--- src/rtl/micro_sequencer.sv ---
// Program loader and run control for the 16-bit core: bytes to IRAM words,
// then free-run or single-step PC enable with jump-to-self halt detection.
module micro_sequencer #(
    parameter int WIDTH          = 16,
    parameter int IRAM_ADDR_BITS = 8,
    parameter int RUN_DIV        = 4
) (
    input  logic                          clk,
    input  logic                          reset,
    input  logic                          load_start,
    input  logic                          run_start,
    input  logic                          step_req,
    input  logic                          stop_req,
    input  logic [7:0]                    rx_data,
    input  logic                          rx_valid,
    input  logic [2*IRAM_ADDR_BITS-1:0]   mon_pc,
    output logic [IRAM_ADDR_BITS-1:0]     iram_wa,
    output logic                          iram_wen,
    output logic [WIDTH-1:0]              iram_din,
    output logic                          pc_enable,
    output logic                          cpu_reset,
    output logic [1:0]                    state,
    output logic [IRAM_ADDR_BITS:0]       load_count,
    output logic                          halted
);

    localparam int AW = IRAM_ADDR_BITS;
    localparam int DW = (RUN_DIV > 1) ? $clog2(RUN_DIV) : 1;

    typedef enum logic [1:0] {
        S_IDLE = 2'd0,
        S_LOAD = 2'd1,
        S_RUN  = 2'd2,
        S_HALT = 2'd3
    } state_t;

    state_t          state_q, state_d;
    logic            cpu_reset_q, cpu_reset_d;
    logic            pc_enable_q, pc_enable_d;
    logic            wen_q, wen_d;
    logic [AW-1:0]   wa_q, wa_d;
    logic [WIDTH-1:0] din_q, din_d;
    logic [AW:0]     lc_q, lc_d;
    logic            halted_q, halted_d;
    logic            phase_hi_q, phase_hi_d;
    logic [7:0]      hi_q, hi_d;
    logic [DW-1:0]   div_q, div_d;

    logic pc_match;
    logic tick;
    logic go_load;

    assign pc_match = (mon_pc[2*AW-1:AW] == mon_pc[AW-1:0]);
    assign tick     = (div_q == DW'(RUN_DIV - 1));

    always_comb begin
        state_d     = state_q;
        cpu_reset_d = cpu_reset_q;
        pc_enable_d = 1'b0;
        wen_d       = 1'b0;
        wa_d        = wa_q;
        din_d       = din_q;
        lc_d        = lc_q;
        halted_d    = halted_q;
        phase_hi_d  = phase_hi_q;
        hi_d        = hi_q;
        div_d       = div_q;
        go_load     = 1'b0;

        unique case (state_q)
            S_IDLE: begin
                if (stop_req) begin
                    state_d = S_IDLE;
                end else if (load_start) begin
                    go_load = 1'b1;
                end else if (run_start) begin
                    state_d     = S_RUN;
                    div_d       = '0;
                    cpu_reset_d = 1'b0;
                end else if (step_req) begin
                    cpu_reset_d = 1'b0;
                    if (pc_match) begin
                        state_d  = S_HALT;
                        halted_d = 1'b1;
                    end else begin
                        pc_enable_d = 1'b1;
                    end
                end
            end
            S_LOAD: begin
                // address follows the count once the write cycle is over
                if (wen_q && !lc_q[AW]) begin
                    wa_d = lc_q[AW-1:0];
                end
                if (stop_req || load_start || lc_q[AW]) begin
                    state_d    = S_IDLE;
                    phase_hi_d = 1'b1;
                end else if (rx_valid) begin
                    if (phase_hi_q) begin
                        hi_d       = rx_data;
                        phase_hi_d = 1'b0;
                    end else begin
                        din_d      = WIDTH'({hi_q, rx_data});
                        wen_d      = 1'b1;
                        lc_d       = lc_q + 1'b1;
                        phase_hi_d = 1'b1;
                    end
                end
            end
            S_RUN: begin
                if (stop_req) begin
                    state_d = S_IDLE;
                end else if (load_start) begin
                    go_load = 1'b1;
                end else begin
                    div_d = tick ? '0 : div_q + 1'b1;
                    if (tick) begin
                        if (pc_match) begin
                            state_d  = S_HALT;
                            halted_d = 1'b1;
                        end else begin
                            pc_enable_d = 1'b1;
                        end
                    end
                end
            end
            S_HALT: begin
                if (stop_req) begin
                    state_d  = S_IDLE;
                    halted_d = 1'b0;
                end else if (load_start) begin
                    go_load  = 1'b1;
                    halted_d = 1'b0;
                end
            end
            default: state_d = S_IDLE;
        endcase

        if (go_load) begin
            state_d     = S_LOAD;
            lc_d        = '0;
            wa_d        = '0;
            phase_hi_d  = 1'b1;
            cpu_reset_d = 1'b1;
        end
    end

    always_ff @(posedge clk or negedge reset) begin
        if (!reset) begin
            state_q     <= S_IDLE;
            cpu_reset_q <= 1'b1;
            pc_enable_q <= 1'b0;
            wen_q       <= 1'b0;
            wa_q        <= '0;
            din_q       <= '0;
            lc_q        <= '0;
            halted_q    <= 1'b0;
            phase_hi_q  <= 1'b1;
            hi_q        <= '0;
            div_q       <= '0;
        end else begin
            state_q     <= state_d;
            cpu_reset_q <= cpu_reset_d;
            pc_enable_q <= pc_enable_d;
            wen_q       <= wen_d;
            wa_q        <= wa_d;
            din_q       <= din_d;
            lc_q        <= lc_d;
            halted_q    <= halted_d;
            phase_hi_q  <= phase_hi_d;
            hi_q        <= hi_d;
            div_q       <= div_d;
        end
    end

    assign state      = state_q;
    assign cpu_reset  = cpu_reset_q;
    assign pc_enable  = pc_enable_q;
    assign iram_wen   = wen_q;
    assign iram_wa    = wa_q;
    assign iram_din   = din_q;
    assign load_count = lc_q;
    assign halted     = halted_q;

endmodule

--- config.mk ---
export PLATFORM = sky130hd
export DESIGN_NAME = micro_sequencer
export DESIGN_NICKNAME = d
export VERILOG_FILES = /design/src/rtl/micro_sequencer.sv
export SDC_FILE = /design/constraint.sdc
export NUM_CORES = 1
export LEC_CHECK = 0
export CAP_MARGIN = 20
export CELL_PAD_IN_SITES_DETAIL_PLACEMENT = 0
export CELL_PAD_IN_SITES_GLOBAL_PLACEMENT = 1
export CORE_ASPECT_RATIO = 1.25
export CORE_UTILIZATION = 37
export DETAILED_ROUTE_END_ITERATION = 8
export PLACE_DENSITY = 0.86
export SYNTH_ARGS = -nofsm -noshare
export SYNTH_HDL_FRONTEND = slang
export SYNTH_SLANG_ARGS = --single-unit
--- constraint.sdc ---
create_clock -name clk -period 4.9 [get_ports clk]
set_input_delay 0.735 -clock clk [delete_from_list [all_inputs] [get_ports clk]]
set_output_delay 0.735 -clock clk [all_outputs]
set_load 0.05 [all_outputs]
==> flow_metrics.tcl <==
set metrics [dict create \
    outcome "finished, final reports clean" \
    gp_congestion 0.763 \
    drt_iter0_drc 93 \
    cts-buffers-inserted 5 \
    finalHoldViolations 0 \
    wire_per_inst_um 12.8 \
    hold_buffers 0 \
    antenna_cells 0 \
    fmax_mhz 321 \
    start_util 0.386 \
    start_kind "primary input" \
    grt_pass1_wl_mm 8.00 \
    p_per_area_nw_per_um2 331 \
    gr-usage-all-layers 0.158 \
    pwr-share-comb 0.238 \
    yosysWarningCount 0 \
    die_x_um 71.7 \
    switching_share 0.301 \
    grt-ovfl-total 0 \
    clock_latency_ns 0.29 \
    core_area_um2 5820 \
    slew_headroom 0.462 \
    p_seq_frac 0.485 \
    syn_area_um2 2250 \
    path_clk_slew_ns 0.09 \
    htreeDepth 2 \
    ant_nets 0 \
    hpwl_mm 3.35 \
    worstPathArrival_ns 3.27 \
    crit_slowest_cell "or3_1" \
    synthDistinctLibCells 35 \
    grt_start_max_net_pins 51 \
    worstMarginPinSlew_ns 0.807 \
    final_util 0.530 \
    multi_input_area_um2 927 \
    num_vias 1866 \
    clkPwrFrac 0.277 \
    fin_area_um2 3080 \
    placed_area_um2 2980 \
    cts.repair.resized 0 \
    final.setup_skew_ns 0.00570 \
    synth.area.top_cells "dfrtp_1 (53%), nand2_1 (12%), mux2_2 (4.0%)" \
    regArea_um2 1250 \
    ios 70 \
    layout_setup_ws_ns 1.79 \
    synthCells 236 \
    tns_ns 0 \
    die_y_um 89.1 \
    leakagePower_nw 1.35 \
    die-area_um2 6390 \
    post-place-ws_ns 1.45 \
    p_int_w 0.000713 \
    rsz0062_at_grt "false" \
    final_net_count 334 \
    antenna_found_initial 0 \
    slowest_delay_ns 0.66 \
    n_fill_cell 547 \
    wirelength_mm 4.70 \
    io_buffer_count 69 \
    min_period_over_period 0.635 \
    maxCapViolations 0 \
    worst-path-max-fanout 26 \
    hold_path_class "flip-flop to flip-flop" \
    synth_top_area_cell "dfrtp_1" \
    finalCriticalPeriod_ns 3.11 \
    synth_nets 269 \
    cp.required_ns 5.06 \
    postCtsSetupRepairBufs 0 \
    avgSynthCellArea_um2 9.52 \
    yosysSeqAreaShare 0.558 \
    crit_chain "clkdlybuf4s50_1, or3b_1, or3_1, inv_1, xnor2_1, nor2_1" \
    yosysTopAreaCellShare 0.535 \
    switchingPower_w 0.000307 \
    slew_viol_final 0 \
    cts-root-buf "clkbuf_8" \
    yosys_register_bits 50 \
    areaGrowthSynthToFinish_pct 37.2 \
    routed_via_density 5.08 \
    drive_above_1_share 0.0631 \
    drc 0 \
    cts.sinks 50 \
    dr.pass1.iters 4 \
    peakVddDrop_mv 0.198 \
    std_cell_rows 31 \
    critical_path_class "primary input to flip-flop" \
    setup_viol 0 \
    cts_tree "yes" \
    clockBufferDepth 2 \
    whs_ns 0.470 \
    critPathCaptureType "flip-flop" \
    first_global_vias 1828 \
]
## cell usage after synthesis, drive strengths merged
master / instances
xor2: 8
a2bb2oi: 1
a32o: 2
o31ai: 3
nor4: 4
nand2: 73
clkbuf: 9
nor3b: 1
a21o: 1
o41ai: 3
a21oi: 17
nand3: 4
xnor2: 1
dfrtp: 48
nor2b: 2
inv: 5
or3b: 2
nor2: 11
a211o: 1
o31a: 1
nand4: 2
ha: 2
and2: 2
dfstp: 2
o21ai: 11
or3: 1
buf: 3
mux2: 8
nand4b: 1
nand2b: 1
a41oi: 1
or4: 3
nor3: 1
or4b: 1
## cells by family after synthesis
family / share of synthesized area
AOI/OAI and AO/OA: 0.112
xor gates and xnor gates: 0.0351
adders and majority gates: 0.0111
buffers and inverters: 0.0295
DFF: 0.558
muxes: 0.0401
and+or+nand+nor: 0.214
## placed cells by master (no fill, tap or decap), types with 2 or more instances in the layout
master,count
o41ai_1,3
a32o_1,2
ha_1,2
clkbuf_8,5
nor2_1,11
clkdlybuf4s50_1,68
and2_1,2
nand2_1,73
inv_1,5
xor2_1,8
nor2b_1,2
or4_1,3
nand3_1,4
nor4_1,4
a21oi_1,17
dfstp_2,2
o21ai_0,11
or3b_1,2
nand4_1,2
o31ai_1,3
mux2_2,8
dfrtp_1,48
## per-stage QoR
stage                     total power (W)  cells
after detailed placement         0.000748    360
after global routing              0.00107    367
final                             0.00102    367
after global placement           0.000743    360
after CTS                         0.00103    367
after floorplan                  0.000647    236
## power by group through the flow
stage	combinational [W]	sequential (W)	clock, W
finish	0.000243	0.000495	0.000282
global route	0.000262	0.000502	0.000307
CTS	0.000246	0.000495	0.000292
detailed placement	0.000246	0.000502	0
global placement	0.000242	0.000501	0
floorplan	0.0000659	0.000581	0
## state kept, by name, indices dropped and copies added, names as in the netlist
| name | cells |
|---|---|
| pc_enable | 1 |
| load_count | 9 |
| iram_wen | 1 |
| iram_din | 16 |
| cpu_reset | 1 |
| iram_wa | 8 |
| div_q | 2 |
| halted | 1 |
| hi_q | 8 |
| phase_hi_q | 1 |
| state | 2 |
## layer usage
metal | global-route usage | up-vias | part of all wire
met3 | 0.0440 | 2 | 0.049
met1 | 0.192 | 883 | 0.44
met5 | 0 | - | 0
met4 | 0.0481 | 0 | 0.0094
met2 | 0.276 | 53 | 0.50
li1 | - | 928 | -
## cell type report
type / instances / share of cell area
Clock buffer: 5 / 0.0223
Tap cell: 66 / 0.0268
Clock inverter: 2 / 0.0126
Inverter: 5 / 0.00609
Sequential cell: 50 / 0.407
Timing Repair Buffer: 70 / 0.225
Multi-Input combinational cell: 169 / 0.301
## worst max-delay path, delay by kind of cell
family	cells	cell delay [ns]
and+or+nand+nor	3	1.17
buffers and inverters	2	1.17
xor gates and xnor gates	1	0.19
## path summary, 6_finish.rpt
path | to | slack [ns] | startpoint | cells after the start
min in group asynchronous | load_count[8]$_DFFE_PN0P_ | 0.53 | reset | 2
max in group asynchronous | state[0]$_DFFE_PN0P_ | 3.95 | reset | 2
worst max register to register | load_count[0]$_DFFE_PN0P_ | 2.24 | state[1]$_DFFE_PN0P_ | 5
worst min-delay path | iram_din[9]$_DFFE_PN0P_ | 0.47 | hi_q[1]$_DFFE_PN0P_ | 2
worst max-delay path | load_count[0]$_DFFE_PN0P_ | 1.79 | stop_req | 6
worst min register to register | iram_din[9]$_DFFE_PN0P_ | 0.47 | hi_q[1]$_DFFE_PN0P_ | 2
No activity file was read; power rests on OpenSTA's default activity.
